### config.mk
export PLATFORM = sky130hd
export DESIGN_NAME = mem_access_stage
export DESIGN_NICKNAME = d
export VERILOG_FILES = /design/src/rtl/mem_access_stage_pkg.sv /design/src/rtl/mem_access_stage_mem_wait_watchdog.sv /design/src/rtl/mem_access_stage.sv
export SDC_FILE = /design/constraint.sdc
export NUM_CORES = 1
export LEC_CHECK = 0
export BUFFER_PORTS_ARGS = -buffer_cell sky130_fd_sc_hd__buf_2
export CAP_MARGIN = 30
export CORE_MARGIN = 2
export CORE_UTILIZATION = 41
export CTS_BUF_LIST = sky130_fd_sc_hd__clkbuf_2 sky130_fd_sc_hd__clkbuf_4 sky130_fd_sc_hd__clkbuf_8
export CTS_CLUSTER_DIAMETER = 120
export CTS_CLUSTER_SIZE = 24
export DETAILED_ROUTE_END_ITERATION = 8
export PLACE_DENSITY = 0.88
export SKIP_LAST_GASP = 1
export SYNTH_ARGS = -nofsm -noshare
export SYNTH_HDL_FRONTEND = slang
export SYNTH_SLANG_ARGS = --single-unit
### constraint.sdc
create_clock -name clk_i -period 1.65 [get_ports clk_i]
set_clock_uncertainty 0.05 [all_clocks]
set_input_delay 0.0825 -clock clk_i [delete_from_list [all_inputs] [get_ports clk_i]]
set_output_delay 0.0825 -clock clk_i [all_outputs]
set_load 0.05 [all_outputs]
### src/rtl/mem_access_stage_pkg.sv
// Shared definitions for the memory-access pipeline stage.
// Optional build macro: MEM_TIMEOUT_EN (see mem_access_stage.sv).
package mem_access_stage_pkg;

  localparam int DATA_W_DEF = 32;
  localparam int REG_AW_DEF = 5;

  // Stall counter stops here instead of wrapping back to zero.
  localparam logic [31:0] STALL_CNT_MAX = 32'hFFFF_FFFF;

  typedef enum logic {
    ST_IDLE = 1'b0,
    ST_BUSY = 1'b1
  } mem_state_e;

endpackage

### src/rtl/mem_access_stage_mem_wait_watchdog.sv
// Wait-cycle watchdog for the memory stage: counts BUSY cycles and aborts an
// access that has gone unacknowledged for TIMEOUT_CYC cycles. The error flag
// is sticky until reset. Instantiated only when MEM_TIMEOUT_EN is defined.
module mem_wait_watchdog #(
  parameter int TIMEOUT_CYC = 64
) (
  input  logic clk_i,
  input  logic rst_i,
  input  logic i_busy,
  input  logic i_ack,
  output logic o_abort,
  output logic o_err
);

  localparam int CW = $clog2(TIMEOUT_CYC) + 1;
  localparam logic [CW-1:0] LAST_CNT = CW'(TIMEOUT_CYC - 1);

  logic [CW-1:0] r_cnt;
  logic          r_err;

  assign o_abort = i_busy & ~i_ack & (r_cnt == LAST_CNT);
  assign o_err   = r_err;

  // Held at zero outside BUSY, so every entry into BUSY starts from zero.
  always_ff @(posedge clk_i or negedge rst_i) begin
    if (!rst_i) begin
      r_cnt <= '0;
    end else if (!i_busy || o_abort) begin
      r_cnt <= '0;
    end else begin
      r_cnt <= r_cnt + 1'b1;
    end
  end

  // Sticky timeout flag.
  always_ff @(posedge clk_i or negedge rst_i) begin
    if (!rst_i) begin
      r_err <= 1'b0;
    end else if (o_abort) begin
      r_err <= 1'b1;
    end
  end

endmodule

### src/rtl/mem_access_stage.sv
// Memory stage of the 5-stage pipeline: drives the data-memory req/ack port
// from EX/MEM, stalls upstream until the ack, and registers MEM/WB.
// Optional build macro: MEM_TIMEOUT_EN adds a wait watchdog that aborts an
// unacknowledged access after TIMEOUT_CYC cycles and raises a sticky err_o.
//
// state | meaning
// IDLE  | no access outstanding; zero-wait acks complete here
// BUSY  | access issued, waiting for mem_ack_i
module mem_access_stage
  import mem_access_stage_pkg::*;
#(
  parameter int DATA_W      = DATA_W_DEF,
  parameter int REG_AW      = REG_AW_DEF,
  parameter int TIMEOUT_CYC = 64
) (
  input  logic              clk_i,
  input  logic              rst_i,
  input  logic [DATA_W-1:0] ALU_Res_i,
  input  logic [DATA_W-1:0] Write_Data_i,
  input  logic [REG_AW-1:0] RdAddr_i,
  input  logic              MemToReg_i,
  input  logic              RegWrite_i,
  input  logic              MemWrite_i,
  input  logic              MemRead_i,
  output logic              mem_req_o,
  output logic              mem_we_o,
  output logic [DATA_W-1:0] mem_addr_o,
  output logic [DATA_W-1:0] mem_wdata_o,
  input  logic              mem_ack_i,
  input  logic [DATA_W-1:0] mem_rdata_i,
  output logic              stall_o,
  output logic [DATA_W-1:0] ALU_Res_o,
  output logic [DATA_W-1:0] Mem_Data_o,
  output logic [REG_AW-1:0] RdAddr_o,
  output logic              MemToReg_o,
  output logic              RegWrite_o,
  output logic [31:0]       stall_cnt_o,
  output logic              err_o
);

  mem_state_e r_state;
  mem_state_e w_state_nxt;
  logic       w_acc;
  logic       w_abort;
  logic       w_stall;
  logic       w_load_done;

  assign w_acc = MemRead_i | MemWrite_i;

`ifdef MEM_TIMEOUT_EN
  mem_wait_watchdog #(
    .TIMEOUT_CYC(TIMEOUT_CYC)
  ) u_watchdog (
    .clk_i  (clk_i),
    .rst_i  (rst_i),
    .i_busy (r_state == ST_BUSY),
    .i_ack  (mem_ack_i),
    .o_abort(w_abort),
    .o_err  (err_o)
  );
`else
  assign w_abort = 1'b0;
  assign err_o   = 1'b0;
`endif

  // Gated by reset so the request and the stall drop the moment reset asserts,
  // not at the next edge; an aborted access also withdraws its request.
  assign mem_req_o   = rst_i & w_acc & ~w_abort;
  assign w_stall     = rst_i & w_acc & ~mem_ack_i & ~w_abort;
  assign stall_o     = w_stall;
  assign mem_we_o    = MemWrite_i;
  assign mem_addr_o  = ALU_Res_i;
  assign mem_wdata_o = Write_Data_i;

  // A store with MemRead also set is still a store: no load data captured.
  assign w_load_done = MemRead_i & ~MemWrite_i & mem_ack_i;

  // Next-state logic for the access FSM.
  always_comb begin
    w_state_nxt = r_state;
    case (r_state)
      ST_IDLE: if (w_acc && !mem_ack_i) w_state_nxt = ST_BUSY;
      ST_BUSY: if (mem_ack_i || w_abort) w_state_nxt = ST_IDLE;
      default: w_state_nxt = ST_IDLE;
    endcase
  end

  // FSM state register.
  always_ff @(posedge clk_i or negedge rst_i) begin
    if (!rst_i) r_state <= ST_IDLE;
    else        r_state <= w_state_nxt;
  end

  // MEM/WB register: advance when not stalled, otherwise insert a bubble.
  always_ff @(posedge clk_i or negedge rst_i) begin
    if (!rst_i) begin
      ALU_Res_o  <= '0;
      Mem_Data_o <= '0;
      RdAddr_o   <= '0;
      MemToReg_o <= 1'b0;
      RegWrite_o <= 1'b0;
    end else if (w_stall || w_abort) begin
      RdAddr_o   <= '0;
      MemToReg_o <= 1'b0;
      RegWrite_o <= 1'b0;
    end else begin
      ALU_Res_o  <= ALU_Res_i;
      RdAddr_o   <= RdAddr_i;
      MemToReg_o <= MemToReg_i;
      RegWrite_o <= RegWrite_i;
      if (w_load_done) Mem_Data_o <= mem_rdata_i;
    end
  end

  // Saturating count of stalled cycles.
  always_ff @(posedge clk_i or negedge rst_i) begin
    if (!rst_i) begin
      stall_cnt_o <= '0;
    end else if (w_stall && stall_cnt_o != STALL_CNT_MAX) begin
      stall_cnt_o <= stall_cnt_o + 32'd1;
    end
  end

endmodule

==> results.ini <==
[detailed_routing]
wl_per_cell_um=16.4
dr.pass1.iters=4
route.detailed.drc=0
wl_um=14500
drt_iter0_markers=227
num_vias=4227
detail-route-antenna-nets=0
vias_per_cell=4.78

[pwr]
p_sw_w=0.00304
switching_share_pct=39.8
intPower_w=0.00460
leakage_nw=3.80
vdd_drop_max_v=0.000716
p_seq_share_pct=39.8
p_per_area_nw_per_um2=1020
pwr-share-comb_pct=36.7
clockPowerShare_pct=23.5

[setup_path]
endpoint_kind=register
criticalPathCategory=register to register
critPathRequiredTime_ns=1.83
cp-start-kind=register
worstPathArrival_ns=2.03
path_max_fanout=6

[cts]
cts_max_level=3
cts_root_buf=clkbuf_8
clockBufferDepth=2
clock_sinks=103
clk_latency_ns=0.36
cts_tree=done
cts.clk_slew.worst_paths_ns=0.10
cts-buffers-inserted=9

[die]
initial_core_util_pct=41.7
io_pins=279
die_h_um=112
rows=39
die_area_um2=12400
die_width_um=112
coreArea_um2=11400

[yosys]
synth_top_flop_cell=dfrtp_1
async_reset_ff_share_pct=100
synth_xor_area_share_pct=5.54
synth_top_cells_by_count=nand2_1, dfrtp_1, buf_4, mux2_2, xor2_1
synth-compound-area-share_pct=0.581
ys_seq_area_share_pct=54.4
synthTopCellsByArea=dfrtp_1, buf_4, nand2_1
syn-mean-instance-area_um2=10.7
yosysTopAreaCell=dfrtp_1
synth_edf_count=0
synthAdderAreaFrac_pct=0.264
yosysMostFrequentCell=nand2_1
synth_top_family_by_area=simple AND/OR/NAND/NOR gates
synth-seq-cells=103
synth_mux_area_share_pct=7.84
synth_nets=552
synthDominantCellAreaShare_pct=54.4
yosysWarningCount=0
synth_area_um2=4740
synthSimpleGateAreaFrac_pct=19.2
synth_cell_types=35
synthCells=443

[global_routing]
grt_use_met2_pct=43.4
met3_usage_pct=5.28
grt_max_degree=55
track_usage_pct=23.1
grt-ovfl-total=0
busiest_layer=met2
antenna_found_initial=0
met1_usage_pct=26.2
grt_pass1_wl_um=23000
grt_pass1_vias=4552

[timing]
drv_slew=0
rsz0062_at_grt=yes
finalCriticalPeriod_ns=1.85
slew_headroom_pct=55.3
period_share_pct=112
fin_ws_ns=-0.204
hold_violations=0
fmax_mhz=539
setup_viol_count_final=29
worst_pin_slew_ns=0.671

[outcome]
outcome=finished with violations
violations=negative setup slack

[hold_path]
hold_path_class=input port to output port

[cells_and_area]
final_core_util_pct=65.6
area_growth_pct=57.2
fin_nets=846
diodes=0
drive_gt1_share_pct=56.9
fillers=808

[run]
cap_violations=0

[place]
post-place-ws_ns=-0.165
hpwl_um=8850
portBuffers=213
place.gp.congestion=0.829

per-layer routing:
| layer | share of wire, % | wire length, µm |
|---|---|---|
| met1 | 38 | 5460 |
| met2 | 54 | 7890 |
| met3 | 6.4 | 938 |
| met4 | 1.8 | 260 |
| met5 | 0 | 0 |
power groups by stage:
| stage | clock network, W | registers [W] | logic (W) |
|---|---|---|---|
| after floorplan | 0 | 0.00421 | 0.000853 |
| after global placement | 0 | 0.00306 | 0.00251 |
| after detailed placement | 0 | 0.00309 | 0.00255 |
| after CTS | 0.00183 | 0.00303 | 0.00277 |
| after global routing | 0.00197 | 0.00308 | 0.00294 |
| final | 0.00180 | 0.00304 | 0.00280 |
cells in the final DEF (no fill, tap or decap), types with 2 or more instances in the layout:
cell type and instances:
nand2_1 107, nor2_2 4, buf_2 212, nand4_1 7
mux2_2 32, nand3_1 11, nor3_1 2, xor2_1 21
dfrtp_1 71, inv_1 3, nor2_4 2, nor3_2 3
dfrtp_2 32, xnor2_1 9, nor4_2 3, and2_1 8
bufinv_16 2, nand3_4 4, buf_6 9, nand3_2 4
clkbuf_8 9, dlygate4sd3_1 72, buf_4 64, nor3_4 8
nor2_1 3, nand2_2 2, nor4_4 9, buf_12 5
inv_6 3
repair_timing:
action | CTS | global route
setup buffers | 7 | 6
hold buffers | 72 | 0
resized for setup | 29 | 30
cloned | 0 | 0
setup endpoints to repair | 27 | 32
pin swaps | 17 | 24
endpoints found under the hold margin | 174 | 0
cells by family (layout without fill, tap and decap cells):
family                     after synthesis  in the layout
AOI/OAI and AO/OA                        4              4
xor gates and xnor gates                30             30
adders and majority gates                1              1
buffers and inverters                   84            383
DFF                                    103            103
muxes                                   33             33
other                                    1              1
and+or+nand+nor                        187            187
area by class of cell:
class                   count  area, µm²  area share [%]
well taps                 143        179            2.40
multi-input cells         256       1940            26.0
inverters                   4       15.0           0.201
repair buffers            363       2480            33.2
flip-flops and latches    103       2620            35.1
clock buffers              10        131            1.76
clock inverters             6       91.3            1.23
through the flow:
step	area, µm²	hold WS [ns]	setup TNS (ns)	total power, W	cells
after global routing	7450	0.115	-5.07	0.00798	885
after detailed placement	6100	0.115	-1.73	0.00564	785
after floorplan	4890	-0.263	-4.91	0.00506	443
after CTS	7260	0.115	-1.39	0.00764	880
after global placement	6100	0.115	-0.481	0.00557	785
final	7450	0.115	-2.98	0.00764	885
flip-flops by register name, summed over array words and instances, names as in the netlist:
signal / cells
RegWrite_o: 1
RdAddr_o: 5
MemToReg_o: 1
stall_cnt_o: 32
ALU_Res_o: 32
Mem_Data_o: 32
worst max-delay path: stages (launching register included):
cell,delay (ns)
dfrtp_2,0.41
nand3_4,0.10
or4_4,0.59
o211ai_4,0.32
nor4_2,0.09
xor2_1,0.16
worst paths after layout:
path                                   end  cells after the start  slack (ns)             start
setup / recovery           stall_cnt_o[22]                      5       -0.20   stall_cnt_o[21]
hold / removal             mem_wdata_o[13]                      0        0.12  Write_Data_i[13]
setup reg to reg           stall_cnt_o[22]                      5       -0.20   stall_cnt_o[21]
hold reg to reg              ALU_Res_o[26]                      2        0.41     ALU_Res_o[26]
max in group asynchronous   stall_cnt_o[9]                      3        0.65             rst_i
min in group asynchronous  stall_cnt_o[27]                      3        0.39             rst_i
Power figures use the tool's default switching activity.
